`src/rtl/muldiv_unit.sv`:
```
// Iterative unsigned multiply/divide unit with a register-file write-back port.
// One shift-add (multiply) or restoring shift-subtract (divide) step per clock.
// A full operation takes WIDTH step cycles plus one DONE cycle. Divide by zero
// skips straight to DONE with a fixed result.
module muldiv_unit #(
    parameter int WIDTH = 16,
    parameter int RW    = 3
) (
    input  logic             clk,
    input  logic             reset,
    input  logic             start,
    input  logic             op,
    input  logic [RW-1:0]    dest_in,
    input  logic [WIDTH-1:0] op0,
    input  logic [WIDTH-1:0] op1,
    output logic             busy,
    output logic             w_en,
    output logic [RW-1:0]    DEST,
    output logic [WIDTH-1:0] w_in,
    output logic [WIDTH-1:0] hi,
    output logic             dz
);

    localparam int CW = (WIDTH > 1) ? $clog2(WIDTH) : 1;
    localparam logic [CW-1:0] CNT_LAST = CW'(WIDTH - 1);

    typedef enum logic [1:0] {
        IDLE = 2'd0,
        MUL  = 2'd1,
        DIV  = 2'd2,
        DONE = 2'd3
    } state_t;

    state_t state, state_next;

    // Shared iteration registers.
    // Multiply: acc = running high word, lo = multiplier shifting out LSB-first,
    //           opnd = multiplicand.
    // Divide:   acc = partial remainder, lo = dividend shifting out MSB-first
    //           while quotient bits shift in, opnd = divisor.
    logic [WIDTH-1:0]   acc;
    logic [WIDTH-1:0]   lo;
    logic [WIDTH-1:0]   opnd;
    logic [CW-1:0]      cnt;
    logic [2*WIDTH-1:0] step_res;
    logic               last_step;

    // One multiply step: conditionally add the multiplicand into the high word,
    // then shift the whole {carry, acc, lo} right by one. After WIDTH steps
    // {acc, lo} holds the full product.
    function automatic logic [2*WIDTH-1:0] mul_step(
        input logic [WIDTH-1:0] acc_in,
        input logic [WIDTH-1:0] lo_in,
        input logic [WIDTH-1:0] mcand
    );
        logic [WIDTH:0] sum;
        sum = {1'b0, acc_in} + (lo_in[0] ? {1'b0, mcand} : {(WIDTH+1){1'b0}});
        return {sum[WIDTH:1], sum[0], lo_in[WIDTH-1:1]};
    endfunction

    // One restoring divide step: bring in the next dividend bit, try to subtract
    // the divisor, keep the difference only when it did not borrow. The borrow
    // shows up in bit WIDTH because the partial remainder is always below the
    // divisor before the shift.
    function automatic logic [2*WIDTH-1:0] div_step(
        input logic [WIDTH-1:0] rem_in,
        input logic [WIDTH-1:0] quo_in,
        input logic [WIDTH-1:0] dvsr
    );
        logic [WIDTH:0] shifted;
        logic [WIDTH:0] diff;
        shifted = {rem_in, quo_in[WIDTH-1]};
        diff    = shifted - {1'b0, dvsr};
        if (!diff[WIDTH]) begin
            return {diff[WIDTH-1:0], quo_in[WIDTH-2:0], 1'b1};
        end else begin
            return {shifted[WIDTH-1:0], quo_in[WIDTH-2:0], 1'b0};
        end
    endfunction

    // Select the step result for the current operation.
    always_comb begin
        step_res = mul_step(acc, lo, opnd);
        if (state == DIV) begin
            step_res = div_step(acc, lo, opnd);
        end
    end

    assign last_step = (cnt == CNT_LAST);

    // State register; reset aborts any operation in flight.
    always_ff @(posedge clk or posedge reset) begin
        if (reset) begin
            state <= IDLE;
        end else begin
            state <= state_next;
        end
    end

    // Next-state and busy decode.
    always_comb begin
        state_next = state;
        busy       = (state != IDLE);
        case (state)
            IDLE: begin
                if (start) begin
                    if (!op) begin
                        state_next = MUL;
                    end else if (op1 == '0) begin
                        state_next = DONE;
                    end else begin
                        state_next = DIV;
                    end
                end
            end
            MUL, DIV: begin
                if (last_step) begin
                    state_next = DONE;
                end
            end
            DONE: begin
                state_next = IDLE;
            end
            default: begin
                state_next = IDLE;
            end
        endcase
    end

    // Write-back pulse: high exactly in the cycle the FSM sits in DONE.
    always_ff @(posedge clk or posedge reset) begin
        if (reset) begin
            w_en <= 1'b0;
        end else begin
            w_en <= (state_next == DONE);
        end
    end

    // Operand capture, iteration and result registers.
    always_ff @(posedge clk or posedge reset) begin
        if (reset) begin
            acc  <= '0;
            lo   <= '0;
            opnd <= '0;
            cnt  <= '0;
            DEST <= '0;
            w_in <= '0;
            hi   <= '0;
            dz   <= 1'b0;
        end else begin
            case (state)
                IDLE: begin
                    if (start) begin
                        DEST <= dest_in;
                        cnt  <= '0;
                        acc  <= '0;
                        dz   <= 1'b0;
                        if (!op) begin
                            lo   <= op1;
                            opnd <= op0;
                        end else if (op1 == '0) begin
                            // Divide by zero: all-ones quotient, dividend as remainder.
                            w_in <= '1;
                            hi   <= op0;
                            dz   <= 1'b1;
                        end else begin
                            lo   <= op0;
                            opnd <= op1;
                        end
                    end
                end
                MUL, DIV: begin
                    {acc, lo} <= step_res;
                    cnt       <= cnt + CW'(1);
                    if (last_step) begin
                        {hi, w_in} <= step_res;
                    end
                end
                default: begin
                end
            endcase
        end
    end

endmodule

```
`config.mk`:
```
export PLATFORM = sky130hd
export DESIGN_NAME = muldiv_unit
export DESIGN_NICKNAME = d
export VERILOG_FILES = /design/src/rtl/muldiv_unit.sv
export SDC_FILE = /design/constraint.sdc
export NUM_CORES = 1
export LEC_CHECK = 0
export ABC_AREA = 0
export CAP_MARGIN = 25
export CORE_ASPECT_RATIO = 2
export CORE_MARGIN = 3
export CORE_UTILIZATION = 36
export CTS_CLUSTER_DIAMETER = 30
export DETAILED_ROUTE_END_ITERATION = 6
export HOLD_SLACK_MARGIN = 0.06
export PLACE_DENSITY_LB_ADDON = 0.08
export REMOVE_ABC_BUFFERS = 1
export SYNTH_ARGS = -nofsm -noshare
export SYNTH_HDL_FRONTEND = slang
export SYNTH_SLANG_ARGS = --single-unit
```
`constraint.sdc`:
```
create_clock -name clk -period 4.1 [get_ports clk]
set_input_delay 1.23 -clock clk [delete_from_list [all_inputs] [get_ports clk]]
set_output_delay 1.23 -clock clk [all_outputs]
set_load 0.02 [all_outputs]
```
# After elaboration in Yosys (flattened, before gate mapping)
# Index checks and enable logic that the tools add are counted.
dict set report word_totals {
  ramBits 0
  n_memories 0
  ff_bits 91
  out_inout_bits 38
  latchBits 0
  input_bits 39
  mem_bits_ro 0
}
dict set report classes {
  bitwise_logic 0
  eq_ne 11
  div_mod_pow 0
  n_reduce_logical 10
  mux 30
  multipliers 0
  magnitude_cmp 0
  shifts 0
  add_sub_neg 3
}
# operator count
set ops {}
lappend ops {{$mux 16} 15}
lappend ops {{$pmux 16 s2} 4}
lappend ops {{$mux 32} 2}
lappend ops {{$add 16x16->17} 1}
lappend ops {{$sub 17x16->17} 1}
lappend ops {{$logic_not 16->1} 1}
lappend ops {{$ne 2x2->1 const B} 5}
lappend ops {{$pmux 4 s2} 1}
lappend ops {{$eq 2x2->1 const B} 3}
lappend ops {{$mux 2} 3}
lappend ops {{$pmux 2 s3} 1}
lappend ops {{$reduce_and 3->1} 2}
lappend ops {{$reduce_and 5->1} 1}
lappend ops {{$add 4x1->4 const B} 1}
lappend ops {{$eq 4x4->1 const B} 1}
lappend ops {{$mux 4} 1}
lappend ops {{$reduce_and 2->1} 2}
lappend ops {{$reduce_bool 2->1} 2}
lappend ops {{$mux 1} 3}
lappend ops {{$ne 3x3->1 const B} 1}
lappend ops {{$eq 2x1->1 const B} 1}
lappend ops {{$logic_not 2->1} 1}
lappend ops {{$reduce_or 2->1} 1}

# Depth between registers and ports, before layout
# Gate-level depths: netlist of run 1.
dict set report depth {
  word_depth 6
  depth_mapped 12
}

# Least setup slack after synthesis of run 1
# Ideal clock, no wire load.
dict set report synth_path {
  path_type {reg2reg}
  from {reg lo[0]}
  to {reg hi[13]}
  path_buffers 1
  arrival_ns 2.832
  required_time_ns 3.979
  stages_incl_launch_ff 13
  slack_ns 1.148
  cell_sequence {dfrtp_1 clkbuf_1 and2_1 ha_1 fa_1 a211oi_2 o21ai_2 a2111oi_4 o31ai_1 or3_1 o31ai_2 o21a_1 o21ai_1}
}
dict set report synth_via {
  elab_chain_cells 5
}
# item line_no
set synth_rtl {}
lappend synth_rtl {{start: declaration} 42} ;# logic [WIDTH-1:0] lo;
lappend synth_rtl {{start signal: assignment} 159} ;# lo <= op1;
lappend synth_rtl {{start signal: assignment} 167} ;# lo <= op0;
lappend synth_rtl {{start signal: assignment} 173} ;# {acc, lo} <= step_res;
lappend synth_rtl {{$mux 16} 57} ;# sum = {1'b0, acc_in} + (lo_in[0] ? {1'b0, mcand} : {(WIDTH+1){1'b0}});
lappend synth_rtl {{$add 16x16->17} 57}
lappend synth_rtl {{$mux 32} 84} ;# if (state == DIV) begin
lappend synth_rtl {{$mux 16} 175} ;# if (last_step) begin
lappend synth_rtl {{$pmux 16 s2} 151} ;# case (state)
lappend synth_rtl {{end signal: assignment} 164} ;# hi <= op0;
lappend synth_rtl {{end signal: assignment} 176} ;# {hi, w_in} <= step_res;
lappend synth_rtl {{end: declaration} 20} ;# output logic [WIDTH-1:0] hi,
# No other way between the ends. The select of a mux whose other input is x is not followed.
# A chain may end at the register's enable or synchronous reset.

# Worst setup path after layout of run 1
dict set report layout_path {
  from {in op1[15]}
  to {reg hi[0]}
}
dict set report layout_via {
  elab_chain_cells 3
}
# item line_no
set layout_rtl {}
lappend layout_rtl {{start: declaration} 15} ;# input logic [WIDTH-1:0] op1,
lappend layout_rtl {{$logic_not 16->1} 161} ;# end else if (op1 == '0) begin
lappend layout_rtl {{$ne 2x2->1 (no line)} -}
lappend layout_rtl {{$reduce_and 5->1 (no line)} -}
# No other way between the ends.

==> flow_summary.ini, run 1 <==
[global_route]
grt_use_total_pct = 22.44
gr-total-overflow = 0
grt_pass1_wl_um = 34090
met3_usage_pct = 3.197
busiest_layer = met2
antenna_found_initial = 0
met1_usage_pct = 25.01
grt_pass1_vias = 6038
grt_max_degree = 53
met2_usage_pct = 41.88

[synthesis]
ys_seq_elements = 91
synth_edf_count = 0
synthDominantCellAreaShare_pct = 35.43
yosys.area.top_type = dfrtp_1
yosys.cell_types.count = 68
synthTopCellsByCount = 91 x dfrtp_1, 72 x nand2_1, 71 x o21ai_0, 59 x nor2_1, 58 x a21oi_1
synthTopCellsByArea = dfrtp_1 35%, ha_1 6.8%, mux2i_1 5.6%
syn_inst = 738
ys_seq_area_share_pct = 35.43
ys_warn_count = 0
async_flop_share_pct = 100.0
syn_area_um2 = 6427
yosysMostFrequentCell = dfrtp_1
synth_ff_type = dfrtp_1
avgSynthCellArea_um2 = 8.709

[place]
io_buffer_count = 76
gp_congestion = 0.8788
dp.cells = 1005
pre_cts_ws_ns = 0.1140
post-dp-hpwl_um = 17010

[detailed_routing]
num_vias = 5812
ant_nets = 0
drtPass1Iterations = 5
drcViolationCount = 0
wl_um = 21330
drtIter0Drc = 393
avgRoutedWirePerCell_um = 20.89
viasPerCell = 5.692

[critical_path]
cpPeakStageDelay_ns = 0.65
crit_arrival_ns = 3.77
cp_max_fo = 10
crit_chain = clkdlybuf4s50_1 > nor4_1 > and4_1 > a31oi_1 > a211o_1 > or3_1 > o21ai_0 > a41oi_1
end_kind = flop
worstSetupPathType = input port to flop
critPathRequiredTime_ns = 4.29
critPathLaunchType = input port
cp_slowest_cell = nor4_1

[sta]
fin_crit_sh_pct = 87.42
max_slew_margin_pct = 52.26
tightest_slew_ns = 0.7096
fin_crit_ns = 3.584
setup_slack_ns = 0.5157
slew_viol_final = 0
fin_hold_ws_ns = 0.4919
fmax_mhz = 279.0
setup_violations = 0
setup-tns-final_ns = 0
finalHoldViolCount = 0
grt_setup_unrepaired = no
clock_skew_ns = 0.007015

[floorplan]
die_h_um = 195.0
fp.dieW_um = 100.5
die_area_um2 = 19590
fp-row-count = 68
boundaryPins = 77
initial_core_util_pct = 37.03
core_area_um2 = 17360

[job]
drv_cap = 0

[clock_network]
ctsHtreeMaxLevel = 3
cts_tree = built
cts_buffer_depth = 2
hold_buffers = 0
cts-root-buf = clkbuf_16
clkTransAtPathRegs_ns = 0.06
numCtsBuffers = 9
cts.sinks = 91
worstSkewPairLatency_ns = 0.35
cts_resized = 0
post-cts-setup-buffers = 0

[power_and_ir_drop]
p_per_area_nw_per_um2 = 917.3
p_total_mw = 7.150
peakVddDrop_mv = 0.4289
p_leak_nw = 3.418

[final_layout]
fin_cells = 1021
area.growth.synth_to_final_pct = 21.26
final_nets = 882
antenna_cells = 0
drive_gt1_share_pct = 9.125

[outcome]
status = finished clean

[worst_hold_path]
min_path_type = flop to flop
sequential cells by signal, indices dropped and copies added (netlist names):
| register | count |
|---|---|
| state | 2 |
| opnd | 16 |
| hi | 16 |
| acc | 16 |
| cnt | 4 |
| w_en | 1 |
| lo | 16 |
| DEST | 3 |
| w_in | 16 |
| dz | 1 |
placed cells by master, fill, tap and decap left out, types with 9 or more instances in the layout:
cell / instances
o21ai_0: 71
nand2_1: 72
dfrtp_1: 91
inv_1: 29
buf_4: 15
clkdlybuf4s50_1: 75
ha_1: 33
o21ai_1: 16
mux2_2: 19
a211oi_1: 11
and2_1: 18
a21o_1: 9
nor2_1: 59
nand3_1: 15
and3_1: 12
xnor2_1: 9
mux2i_1: 36
clkbuf_16: 9
a21oi_1: 56
or3_1: 10
a31oi_1: 18
metrics by stage:
step	instance area, µm²	utilization [%]
2_1_floorplan	6259	-
5_1_grt	7794	44.90
6_report	7794	44.90
3_3_place_gp	7465	43.01
4_1_cts	7794	44.90
3_5_place_dp	7465	43.01
cell type report:
class	count	area (µm²)
flip-flops and latches	91	2277
clock inverters	4	72.57
repair buffers	94	928.4
inverters	30	115.1
fillers	1777	9563
multi-input cells	580	3881
clock buffers	12	256.5
well taps	210	262.8
path summary, 6_finish.rpt:
kind                                   startpoint              endpoint  slack, ns  depth (start not counted)
worst min register to register     dz$_DFFE_PP0P_        dz$_DFFE_PP0P_       0.49                          2
worst min-delay path               dz$_DFFE_PP0P_        dz$_DFFE_PP0P_       0.49                          2
worst max register to register  lo[0]$_DFFE_PP0P_    hi[13]$_DFFE_PP0P_       0.86                         11
min in group asynchronous                   reset  w_in[12]$_DFFE_PP0P_       1.35                          2
worst max-delay path                      op1[15]     hi[0]$_DFFE_PP0P_       0.52                          8
max in group asynchronous                   reset   acc[11]$_DFFE_PP0P_       2.07                          3
power by group:
group	internal, mW	total (mW)	switching, mW
Combinational	1.81	4.55	2.75
Clock	0.567	0.920	0.353
Sequential	1.32	1.68	0.359
layer usage:
metal,vias to the layer above,wire length (µm)
met1,2821,8095
li1,2817,-
met5,-,0
met2,143,11920
met4,0,629
met3,31,687
worst max-delay path, delay by kind of cell:
kind                   cells  cell delay, ns
and+or+nand+nor            3            1.34
buffers and inverters      1            0.46
AOI/OAI and AO/OA          4            0.74
cell families (layout without fill, tap and decap cells):
family	after synthesis	in the layout	share of synthesized area (%)
XOR/XNOR	17	17	2.317
buffers and inverters	67	140	4.380
flip-flops	91	91	35.43
adder cells (fa/ha/maj)	37	37	7.436
AO/OA/AOI/OAI	246	246	24.51
AND/OR/NAND/NOR	224	224	16.82
multiplexers	56	56	9.111
Power figures use the tool's default switching activity.
==> run 2: changes to the inputs <==
CORE_MARGIN = 2   (was 3)
SETUP_SLACK_MARGIN = 0.5   (was not set)
==> run 2 against run 1 <==
- non-clock buffer count decreased by 4
- wire length decreased by 2.8%
- power increased by 0.31%
- largest power group unchanged
- clock power increased by 5.0%
- sequential share of layout area about the same
- setup slack improved by 0.13 ns
- via count decreased by 0.74%
- global-route usage decreased by 0.25 points
- final cell count decreased by 0.20%
- critical endpoint unchanged
- highest routed layer unchanged
- clock skew increased by 0.0032 ns
- combinational power decreased by 0.9%
==> flow_summary.ini, run 2 (synthesis gave the netlist of run 1 again) <==
[outcome]
status = finished clean

[final_layout]
final_nets = 878
drive_gt1_share_pct = 9.057
final_common_cell = dfrtp_1
fillCellCount = 1832
area.growth.synth_to_final_pct = 21.18
final_cell_mix = 91 x dfrtp_1, 75 x clkdlybuf4s50_1, 71 x o21ai_0, 71 x nand2_1, 59 x nor2_1
antenna_cells = 0
fin_cells = 1019
final_util_pct = 44.22

[critical_path]
startpoint = op1[5]
cp_slowest_cell = a211o_2
cp_top_family = simple AND/OR/NAND/NOR gates
crit_chain = clkdlybuf4s50_1 > nor4_1 > buf_4 > and4_1 > a31oi_1 > a211o_2 > or3_1 > o21ai_0 > a41oi_1
r2r_start = lo[0]$_DFFE_PP0P_
cpPeakStageDelay_ns = 0.48
end_kind = flop
cp_max_fo = 16
path_buf_inv = 2
worstSetupPathType = input port to flop
crit_arrival_ns = 3.63
critPathRequiredTime_ns = 4.28
critPathLaunchType = input port

[sta]
tightest_slew_ns = 0.7463
grt_setup_unrepaired = no
finalHoldViolCount = 0
slew_viol_final = 0
fin_crit_sh_pct = 84.17
fin_crit_ns = 3.451
fmax_mhz = 289.8
setup-tns-final_ns = 0
clock_skew_ns = 0.01018
setup_violations = 0
max_slew_margin_pct = 50.19

[detailed_routing]
num_vias = 5769
drtIter0Drc = 256
ant_nets = 0
drcViolationCount = 0
drtPass1Iterations = 5
viasPerCell = 5.661
wl_um = 20730
avgRoutedWirePerCell_um = 20.34

[clock_network]
worstSkewPairLatency_ns = 0.34
clkTransAtPathRegs_ns = 0.07
cts_buffer_depth = 2
cts-root-buf = clkbuf_16
cts_tree = built
ctsHtreeMaxLevel = 3
hold_buffers = 0
numCtsBuffers = 9
cts.sinks = 91

[worst_hold_path]
min-delay-start = dz$_DFFE_PP0P_
min_path_type = flop to flop

[place]
post-dp-hpwl_um = 15480
gp_congestion = 0.8477
dp.cells = 1004
io_buffer_count = 76

[power_and_ir_drop]
p_per_area_nw_per_um2 = 920.8
peakVddDrop_mv = 0.3717
p_leak_nw = 3.399

[floorplan]
die_h_um = 193.0
core_area_um2 = 17610
boundaryPins = 77
fp.dieW_um = 98.48
fp-row-count = 69
initial_core_util_pct = 36.49
die_area_um2 = 19000

[job]
drv_cap = 0

[global_route]
grt_pass1_wl_um = 32970
grt_pass1_vias = 5851
grt_max_degree = 56
grt_use_total_pct = 22.19
gr-total-overflow = 0
antenna_found_initial = 0
[run 2: changes by cell type in the layout (fill, tap and decap cells not counted)]
| cell | previous run | this run |
|---|---|---|
| buf_4 | 15 | 11 |
| clkbuf_8 | 2 | 0 |
| a211o_1 | 2 | 1 |
| nand2_1 | 72 | 71 |
| a211o_2 | 0 | 1 |
| nor4_2 | 0 | 1 |
| clkinv_2 | 1 | 0 |
| bufinv_16 | 2 | 3 |
| nand2_2 | 0 | 1 |
| clkbuf_1 | 1 | 0 |
| clkinv_4 | 0 | 2 |
| nor4_1 | 7 | 6 |
[run 2: where the power goes]
group          switching, mW  internal [mW]
clock                  0.371          0.595
combinational           2.72           1.79
sequential             0.383           1.32
total                   3.48           3.70
[run 2: metrics by stage]
stage	hold slack (ns)	cell area, µm²	setup slack (ns)	power, mW
final	0.4919	7789	0.6491	7.172
after global routing	0.5265	7789	0.5186	7.811
after CTS	0.5004	7779	0.5244	7.211
after detailed placement	0.4858	7438	0.1756	6.207
after global placement	0.4706	7438	0.2743	6.156
after floorplan	0.4704	6259	0.1613	4.588
[run 2: tightest hold or removal path: stages, from the launching register on]
cell and delay, ns:
dfrtp_1 0.35, nand2_1 0.05, o21ai_0 0.06
[run 2: area by class of cell]
type	instances	area (µm²)	area share, %
clock buffers	9	225.2	2.892
clock inverters	6	115.1	1.478
repair buffers	90	898.4	11.53
well taps	213	266.5	3.422
multi-input cells	580	3891	49.96
flip-flops and latches	91	2277	29.24
inverters	30	115.1	1.478
[run 2: layer usage]
layer / up-vias / track usage (%) / share of wire (%)
li1: 2810 / - / -
met1: 2785 / 28.30 / 43
met2: 137 / 37.91 / 50
met3: 37 / 2.451 / 3.0
met4: 0 / 9.642 / 3.9
met5: - / 0 / 0
[run 2: path summary, 6_finish.rpt]
kind,slack (ns),depth (start not counted),endpoint
setup / recovery,0.65,9,hi[0]$_DFFE_PP0P_
hold / removal,0.49,2,dz$_DFFE_PP0P_
setup reg to reg,0.77,11,hi[13]$_DFFE_PP0P_
hold reg to reg,0.49,2,dz$_DFFE_PP0P_
max in group asynchronous,2.14,3,lo[14]$_DFFE_PP0P_
min in group asynchronous,1.27,2,DEST[0]$_DFFE_PP0P_
[run 2: repair_timing]
action / CTS / global route
resized for setup: 0 / 3
buffers inserted: 0 / 0
setup endpoints to repair: 0 / 8
==> run 3: changes to the inputs <==
clock period = 2.93 ns   (was 4.1 ns; I/O delays follow)
==> run 3 against run 2 <==
- final area rose by 22%
- sequential power is 43% higher
- register-to-register slack worse by 0.68 ns
- clock-buffer cell count up 2
- setup slack got worse by 0.56 ns
- first-iteration DRC count grew 18%
- power grew 75%
- core utilization grew 9.8 points
- non-clock buffer count grew 118
- clock power up 27%
- global-route usage is 1.8 points higher
- highest routed layer unchanged
==> flow_summary.ini, run 3 (synthesis gave the netlist of run 1 again) <==
[critical_path]
startpoint = lo[0]$_DFFE_PP0P_
end_kind = flop
rr_endpoint = hi[13]$_DFFE_PP0P_
r2r_start = lo[0]$_DFFE_PP0P_
critPathLaunchType = flop
critPathRequiredTime_ns = 3.16
worstSetupPathType = flop to flop
cp_max_fo = 4
rr_worst_depth = 11
reg2reg_slack_ns = 0.09
crit_arrival_ns = 3.07
crit_end = hi[13]$_DFFE_PP0P_

[detailed_routing]
ant_nets = 0
drcViolationCount = 0
avgRoutedWirePerCell_um = 20.59
num_vias = 6475
drtIter0Drc = 302
viasPerCell = 5.680
drtPass1Iterations = 5
wl_um = 23470

[floorplan]
core_area_um2 = 17610
die_h_um = 193.0
boundaryPins = 77
initial_core_util_pct = 36.49
die_area_um2 = 19000
fp-row-count = 69
fp.dieW_um = 98.48

[final_layout]
fin_cells = 1140
final_common_cell = buf_4
final_util_pct = 54.04
fillCellCount = 1630
antenna_cells = 0
multiInputGateArea_um2 = 4597
final_nets = 998
final_cell_mix = 100 x buf_4, 83 x dfrtp_1, 71 x nand2_1
seqCellArea_um2 = 2287
area.growth.synth_to_final_pct = 48.08
final_area_um2 = 9518
drive_gt1_share_pct = 33.87

[sta]
setup-tns-final_ns = 0
setup_slack_ns = 0.09261
slew_viol_final = 0
finalHoldViolCount = 0
fmax_mhz = 352.4
fin_crit_ns = 2.837
tightest_slew_ns = 0.6338
grt_setup_unrepaired = yes
setup_violations = 0
fin_crit_sh_pct = 96.84
clock_skew_ns = 0.007510
fin_hold_ws_ns = 0.4799
max_slew_margin_pct = 57.59

[power_and_ir_drop]
p_leak_nw = 4.139
seqPwrFrac_pct = 19.3
p_int_mw = 6.710
p_sw_share_pct = 46.58
peakVddDrop_mv = 0.5953
p_switching_mw = 5.851
p_clk_share_pct = 9.8
p_total_mw = 12.56
power_frac_comb_pct = 70.9
p_per_area_nw_per_um2 = 1320

[global_route]
grt_pass1_vias = 6443
grt_pass1_wl_um = 35510
busiest_layer = met2
met1_usage_pct = 28.52
met3_usage_pct = 3.172
met2_usage_pct = 42.60
grt_max_degree = 92
grt_use_total_pct = 23.98
gr-total-overflow = 0
antenna_found_initial = 0

[clock_network]
cts_tree = built
cts_buffer_depth = 2
numCtsBuffers = 9
cts-root-buf = clkbuf_16
worstSkewPairLatency_ns = 0.34
clkTransAtPathRegs_ns = 0.06
ctsHtreeMaxLevel = 3
cts.sinks = 91

[place]
dp.cells = 1082
io_buffer_count = 76
gp_congestion = 0.9123
pre_cts_ws_ns = -0.3617
post-dp-hpwl_um = 16450
place_area_um2 = 8049

[job]
drv_cap = 0

[worst_hold_path]
min_path_type = flop to flop
holdPathStages = 2

[outcome]
status = finished clean
-- run 3: cell types whose count changed in the layout (fill, tap and decap cells not counted), sizes merged --
| cell | delta |
|---|---|
| clkdlybuf4s15 | +1 |
| clkdlybuf4s50 | -17 |
| buf | +124 |
| a211o | +1 |
| bufinv | -1 |
| clkbuf | +12 |
| a21oi | +1 |
-- run 3: power by group through the flow --
stage | clock network, mW | logic [mW] | registers [mW]
finish | 1.23 | 8.90 | 2.43
global route | 1.30 | 9.66 | 2.47
CTS | 1.26 | 8.08 | 2.39
detailed placement | 0 | 6.97 | 2.37
global placement | 0 | 6.88 | 2.37
floorplan | 0 | 3.98 | 2.44
-- run 3: cell type report --
class	instances	share of cell area, %
clock inverters	5	0.8150
repair buffers	208	20.40
flip-flops and latches	91	24.03
well taps	213	2.800
inverters	30	1.209
multi-input cells	582	48.30
clock buffers	11	2.445
-- run 3: worst min-delay path by stage --
stage	start	to
after floorplan	lo[10]$_DFFE_PP0P_	lo[10]$_DFFE_PP0P_
after detailed placement	dz$_DFFE_PP0P_	dz$_DFFE_PP0P_
final	dz$_DFFE_PP0P_	dz$_DFFE_PP0P_
after global routing	hi[12]$_DFFE_PP0P_	hi[12]$_DFFE_PP0P_
after global placement	dz$_DFFE_PP0P_	dz$_DFFE_PP0P_
after CTS	dz$_DFFE_PP0P_	dz$_DFFE_PP0P_
-- run 3: per-layer routing --
layer,wire length [µm],vias to the layer above
li1,-,3064
met1,9434,3182
met2,12190,182
met3,827,47
met4,1019,0
met5,0,-
-- run 3: worst max-delay path: stages (launching register included) --
cell and delay [ns]:
dfrtp_2 0.44, and2_4 0.18, ha_4 0.17, fa_2 0.37, a211oi_4 0.29, o21ai_4 0.11, a2111oi_4 0.41, o31ai_2 0.11
or3_4 0.36, o31ai_4 0.08, o21a_1 0.15, o21ai_1 0.06
-- run 3: repair_timing --
action | CTS | global route
pin swaps | 38 | 49
setup endpoints to repair | 81 | 65
gates cloned | 4 | 2
hold endpoints to repair | 0 | 0
hold buffers | 0 | 0
gates resized for setup | 132 | 112
setup buffers | 20 | 16
